==> src/rtl/prime_search_ctrl.sv <==
// -----------------------------------------------------------------------------
// prime_search_ctrl
//
// Sequences an external Miller-Rabin tester to find an RSA prime candidate.
// A seed is forced odd and full-width (LSB and MSB set). Each candidate is
// tested in turn, stepping by 2, until one of these happens:
//   - the tester reports prime,
//   - the attempt limit is reached,
//   - the candidate reaches all-ones, or
//   - a single test times out.
//
// Ports
//   i_clk            system clock, all logic on the rising edge
//   i_rst            synchronous active-low reset
//   i_start          request pulse, only honoured in IDLE
//   i_seed           starting candidate seed
//   i_t_iter         security parameter forwarded to the tester
//   i_max_attempts   maximum number of candidates to test
//   o_busy           high in every state except IDLE
//   o_done           one-cycle completion pulse
//   o_status         00 found, 01 limit, 10 wrap, 11 timeout (held after done)
//   o_prime          last evaluated candidate (the prime when status = 00)
//   o_attempts       number of tests launched in the current/last search
//   o_mr_rst         active-high clear to the tester
//   o_mr_enable      one-cycle launch pulse to the tester
//   o_mr_n           candidate under test
//   o_mr_t           latched t_iter
//   i_mr_done        tester completion
//   i_mr_is_prime    tester verdict, valid while i_mr_done = 1
// -----------------------------------------------------------------------------
module prime_search_ctrl #(
  parameter int WORD_WIDTH     = 32,
  parameter int TIMEOUT_CYCLES = 4096,
  parameter int ATT_WIDTH      = 16
) (
  input  logic                  i_clk,
  input  logic                  i_rst,
  input  logic                  i_start,
  input  logic [WORD_WIDTH-1:0] i_seed,
  input  logic [5:0]            i_t_iter,
  input  logic [ATT_WIDTH-1:0]  i_max_attempts,
  output logic                  o_busy,
  output logic                  o_done,
  output logic [1:0]            o_status,
  output logic [WORD_WIDTH-1:0] o_prime,
  output logic [ATT_WIDTH-1:0]  o_attempts,
  output logic                  o_mr_rst,
  output logic                  o_mr_enable,
  output logic [WORD_WIDTH-1:0] o_mr_n,
  output logic [5:0]            o_mr_t,
  input  logic                  i_mr_done,
  input  logic                  i_mr_is_prime
);

  localparam int TW = $clog2(TIMEOUT_CYCLES + 1);
  localparam logic [TW-1:0] TMO_LAST = TW'(TIMEOUT_CYCLES - 1);
  // Forces the candidate odd and full-width.
  localparam logic [WORD_WIDTH-1:0] ODD_MSB =
    {1'b1, {(WORD_WIDTH-2){1'b0}}, 1'b1};

  localparam logic [1:0] ST_FOUND   = 2'b00;
  localparam logic [1:0] ST_LIMIT   = 2'b01;
  localparam logic [1:0] ST_WRAP    = 2'b10;
  localparam logic [1:0] ST_TIMEOUT = 2'b11;

  typedef enum logic [2:0] {
    S_IDLE   = 3'd0,
    S_PREP   = 3'd1,
    S_CLR    = 3'd2,
    S_LAUNCH = 3'd3,
    S_WAIT   = 3'd4,
    S_EVAL   = 3'd5,
    S_DONE   = 3'd6
  } state_t;

  state_t                r_state;
  state_t                w_next;
  logic [WORD_WIDTH-1:0] r_cand;
  logic [5:0]            r_t;
  logic [ATT_WIDTH-1:0]  r_max;
  logic [ATT_WIDTH-1:0]  r_att;
  logic [TW-1:0]         r_tmo;
  logic                  r_verdict;
  logic                  r_busy;
  logic                  r_done;
  logic [1:0]            r_status;
  logic [WORD_WIDTH-1:0] r_prime;
  logic                  r_mr_rst;
  logic                  r_mr_enable;
  logic [WORD_WIDTH-1:0] r_mr_n;
  logic [5:0]            r_mr_t;

  logic                  w_tmo_hit;
  logic                  w_all_ones;
  logic                  w_eval_stop;
  logic [1:0]            w_eval_status;

  // State register.
  always_ff @(posedge i_clk) begin
    if (!i_rst) begin
      r_state <= S_IDLE;
    end else begin
      r_state <= w_next;
    end
  end

  // Next-state decode and EVAL decisions (priority: prime, wrap, limit).
  always_comb begin
    w_next        = r_state;
    w_tmo_hit     = (r_tmo == TMO_LAST);
    w_all_ones    = &r_cand;
    w_eval_stop   = r_verdict | w_all_ones | (r_att == r_max);
    w_eval_status = ST_LIMIT;
    if (r_verdict) begin
      w_eval_status = ST_FOUND;
    end else if (w_all_ones) begin
      w_eval_status = ST_WRAP;
    end else begin
      w_eval_status = ST_LIMIT;
    end
    case (r_state)
      S_IDLE: begin
        if (i_start) w_next = S_PREP;
        else         w_next = S_IDLE;
      end
      S_PREP: begin
        if (r_max == '0) w_next = S_DONE;
        else             w_next = S_CLR;
      end
      S_CLR:    w_next = S_LAUNCH;
      S_LAUNCH: w_next = S_WAIT;
      S_WAIT: begin
        if (i_mr_done)      w_next = S_EVAL;
        else if (w_tmo_hit) w_next = S_DONE;
        else                w_next = S_WAIT;
      end
      S_EVAL: begin
        if (w_eval_stop) w_next = S_DONE;
        else             w_next = S_CLR;
      end
      S_DONE:  w_next = S_IDLE;
      default: w_next = S_IDLE;
    endcase
  end

  // Datapath and registered outputs; output flags follow the next state so
  // they line up with the state they belong to.
  always_ff @(posedge i_clk) begin
    if (!i_rst) begin
      r_cand      <= '0;
      r_t         <= 6'd0;
      r_max       <= '0;
      r_att       <= '0;
      r_tmo       <= '0;
      r_verdict   <= 1'b0;
      r_busy      <= 1'b0;
      r_done      <= 1'b0;
      r_status    <= 2'b00;
      r_prime     <= '0;
      r_mr_rst    <= 1'b1;
      r_mr_enable <= 1'b0;
      r_mr_n      <= '0;
      r_mr_t      <= 6'd0;
    end else begin
      r_busy      <= (w_next != S_IDLE);
      r_done      <= (w_next == S_DONE);
      r_mr_rst    <= (w_next == S_CLR);
      r_mr_enable <= (w_next == S_LAUNCH);
      // Launch: present operands and count the attempt together with enable.
      if (w_next == S_LAUNCH) begin
        r_mr_n <= r_cand;
        r_mr_t <= r_t;
        r_att  <= r_att + ATT_WIDTH'(1);
        r_tmo  <= '0;
      end
      case (r_state)
        S_IDLE: begin
          if (i_start) begin
            r_cand <= i_seed;
            r_t    <= i_t_iter;
            r_max  <= i_max_attempts;
            r_att  <= '0;
          end
        end
        S_PREP: begin
          r_cand <= r_cand | ODD_MSB;
          if (r_max == '0) r_status <= ST_LIMIT;
        end
        S_WAIT: begin
          if (i_mr_done) begin
            r_verdict <= i_mr_is_prime;
          end else begin
            r_tmo <= r_tmo + TW'(1);
            if (w_tmo_hit) r_status <= ST_TIMEOUT;
          end
        end
        S_EVAL: begin
          r_prime <= r_cand;
          // The wrap rule guarantees this step never runs from all-ones.
          if (w_eval_stop) r_status <= w_eval_status;
          else             r_cand   <= r_cand + WORD_WIDTH'(2);
        end
        default: begin
        end
      endcase
    end
  end

  assign o_busy      = r_busy;
  assign o_done      = r_done;
  assign o_status    = r_status;
  assign o_prime     = r_prime;
  assign o_attempts  = r_att;
  assign o_mr_rst    = r_mr_rst;
  assign o_mr_enable = r_mr_enable;
  assign o_mr_n      = r_mr_n;
  assign o_mr_t      = r_mr_t;

endmodule

==> config.mk <==
export PLATFORM = sky130hd
export DESIGN_NAME = prime_search_ctrl
export DESIGN_NICKNAME = d
export VERILOG_FILES = /design/src/rtl/prime_search_ctrl.sv
export SDC_FILE = /design/constraint.sdc
export NUM_CORES = 1
export LEC_CHECK = 0
export ABC_AREA = 1
export CAP_MARGIN = 25
export CELL_PAD_IN_SITES_DETAIL_PLACEMENT = 1
export CELL_PAD_IN_SITES_GLOBAL_PLACEMENT = 2
export CORE_MARGIN = 5
export CORE_UTILIZATION = 31
export CTS_BUF_LIST = sky130_fd_sc_hd__clkbuf_2
export DETAILED_ROUTE_END_ITERATION = 6
export GPL_TIMING_DRIVEN = 0
export PLACE_DENSITY_LB_ADDON = 0.1
export SLEW_MARGIN = 20
export SYNTH_ARGS = -nofsm -noshare
export SYNTH_HDL_FRONTEND = slang
export SYNTH_SLANG_ARGS = --single-unit
==> constraint.sdc <==
create_clock -name i_clk -period 4.8 [get_ports i_clk]
set_input_delay 1.2 -clock i_clk [delete_from_list [all_inputs] [get_ports i_clk]]
set_output_delay 1.2 -clock i_clk [all_outputs]
set_load 0.05 [all_outputs]
==> results.cfg <==
[clocking]
cts_hold_buf = 0
clk_path_buf_depth = 2
cts.sinks = 163
cts_tree = done
clkTransAtPathRegs_ps = 290
cts_buffers = 17
insertion_delay_ps = 770
cts_resized = 0
htree_levels = 4
post_cts.repair.setup_buffers = 0
cts_root_buffer = clkbuf_2

[placed_design]
dp_cells = 1630
placed_cell_area_um2 = 9540
gp_congestion = 0.889
hpwl_um = 22700
post-place-ws_ps = 1690
port_buffers = 149

[finish]
layout-drive-gt1-share = 0.0396
syn_to_final_growth_pct = 28.2
final_cells = 1663
n_fill_cell = 3140
stdcell_area_um2 = 9800
layout.nets = 1387
utilization = 0.403

[setup_path]
reg2reg_slack_ps = 2230
worstPathMaxFanout = 7
crit_path_start_kind = flop
r2r_start = r_state[2]
cp-end-kind = output port
cp_top_family = buffers and inverters
critical-path-max-stage-delay_ps = 860
worstReg2RegEnd = o_mr_n[23]
path_buf_inv = 1
worstPathArrival_ps = 2160
path_cells = clkdlybuf4s50_1
criticalPathCategory = reg -> out
required_ps = 3600
critPathSlowestCell = clkdlybuf4s50_1
rr_worst_depth = 6

[timing]
slew_violations = 0
setup_violations = 0
final-hold-violation-count = 0
period_share = 0.701
fin_setup_tns_ps = 0
holdWs_ps = 480
timing.final.ws_setup_ps = 1440
tightest_slew_ps = 883
slew_headroom = 0.411
finalCriticalPeriod_ps = 3360
rsz0062_at_grt = false
fin_skew_ps = 39.6
fmax_ghz = 0.297

[hold_path]
hold_end = o_mr_t[4]
min_path_type = reg -> reg
hold-path-cell-count = 2
hold_start = r_t[4]

[yosys]
synth_area_leader_cell = dfxtp_1
syn-num-nets = 1219
syn_area_um2 = 7640
ys_seq_area_frac = 0.427
synth-edff-count = 0
ys_ff_latch = 163
syn_avg_cell_area_um2 = 6.61
ys_top_cells_by_count = nand2_1, nor2_1, dfxtp_1, a21oi_1, inv_1
yosys_warnings = 0
async_reset_ff_frac = 0
netlist_instances = 1157
yosysTopAreaCellShare = 0.427
synthTopCellsByArea = dfxtp_1, nand2_1, nor2_1
synth_cell_types = 40
synthFlopType = dfxtp_1
synth_most_common_cell = nand2_1

[global_route]
grt_first_pass_wirelength_um = 46800
grt_overflow = 0
grt_pass1_vias = 8338
grt_antenna_before_repair = 1
grt_usage = 0.212
grt_max_degree = 17

[job]
cap_violations = 0

[drt]
via_per_inst = 4.85
vias = 8059
routedWlPerCell_um = 18.0
drt_iter0_drc = 322
dr.pass1.iters = 5
routed_wirelength_um = 29900
ant_nets = 0
drcViolationCount = 0

[die]
die_x_um = 167
dieHeight_um = 167
ios = 151
fp-row-count = 57
dieArea_um2 = 27900
initial_core_util = 0.314
coreArea_um2 = 24300

[outcome]
status = finished clean

[pwr]
power_mw = 3.37
power.static_leakage_nw = 3.87
p_per_area_nw_per_um2 = 344
max-vdd-ir-drop_mv = 0.140
kinds of logic (layout without fill, tap and decap cells):
group	count (synthesis)	in the layout	share of synthesized area
compound gates	229	229	0.157
xor+xnor	12	12	0.0138
fa+ha+maj	3	3	0.00491
other cells	0	2	0
flops	163	163	0.427
buf+inv	169	349	0.0869
simple gates	581	581	0.310
sequential cells by signal, indices dropped and copies added (netlist names):
register and count:
o_attempts 16, o_busy 1, o_done 1, o_mr_enable 1, o_mr_n 32, o_mr_rst 1, o_mr_t 6, o_prime 32
o_status 2, r_cand 32, r_max 16, r_state 3, r_t 6, r_tmo 13, r_verdict 1
tightest hold or removal path: stages, from the launching register on:
cell	delay, ps
dfxtp_1	370
nand2_1	60
a21oi_1	50
how the worst max path moves through the flow:
stage / startpoint / endpoint / depth (start not counted) / slack (ps)
5_1_grt: o_attempts[5] / o_attempts[5] / 1 / 1260
3_5_place_dp: i_start / o_attempts[6] / 7 / 1690
2_1_floorplan: i_rst / o_attempts[6] / 6 / 2490
3_3_place_gp: i_start / o_attempts[6] / 7 / 1690
6_report: o_attempts[5] / o_attempts[5] / 1 / 1440
4_1_cts: o_attempts[5] / o_attempts[5] / 1 / 1350
report_power, final:
| group | switching, mW | internal (mW) | leakage (nW) | total (mW) |
|---|---|---|---|---|
| registers | 0.111 | 1.49 | 1.33 | 1.60 |
| logic | 0.640 | 0.294 | 2.39 | 0.934 |
| clock network | 0.579 | 0.256 | 0.148 | 0.836 |
routing by layer:
| metal | share of wire | track usage | vias up |
|---|---|---|---|
| li1 | - | - | 4067 |
| met1 | 0.48 | 0.277 | 3828 |
| met2 | 0.48 | 0.367 | 142 |
| met3 | 0.030 | 0.0370 | 22 |
| met4 | 0.016 | 0.0498 | 0 |
| met5 | 0 | 0 | - |
cell usage in the layout, fill, tap and decap left out, types with 2 or more instances in the layout:
cell type / instances
a211oi_1: 2
a21oi_1: 113
a22oi_1: 2
a31oi_1: 2
buf_1: 9
buf_2: 9
buf_6: 2
bufinv_16: 2
clkbuf_1: 34
clkbuf_2: 17
clkdlybuf4s50_1: 149
clkinvlp_4: 2
dfxtp_1: 163
diode_2: 2
ha_1: 3
inv_1: 111
inv_2: 2
inv_6: 5
inv_8: 3
nand2_1: 306
nand3_1: 50
nand4_1: 21
nor2_1: 168
nor2_2: 3
nor3_1: 21
nor3b_1: 2
nor4_1: 3
o211ai_1: 4
o21a_1: 2
o21ai_0: 97
xor2_1: 12
area by class of cell:
class	instances	area [um^2]	area share
antenna	2	5.00	0.000511
clock buffer	17	85.1	0.00869
clock inverter	14	166	0.0170
multi-input combinational	825	3710	0.379
buffer	55	236	0.0241
tap	324	405	0.0414
inverter	114	428	0.0437
sequential	163	3260	0.333
timing repair buffer	149	1490	0.152
No activity file was read; power rests on OpenSTA's default activity.
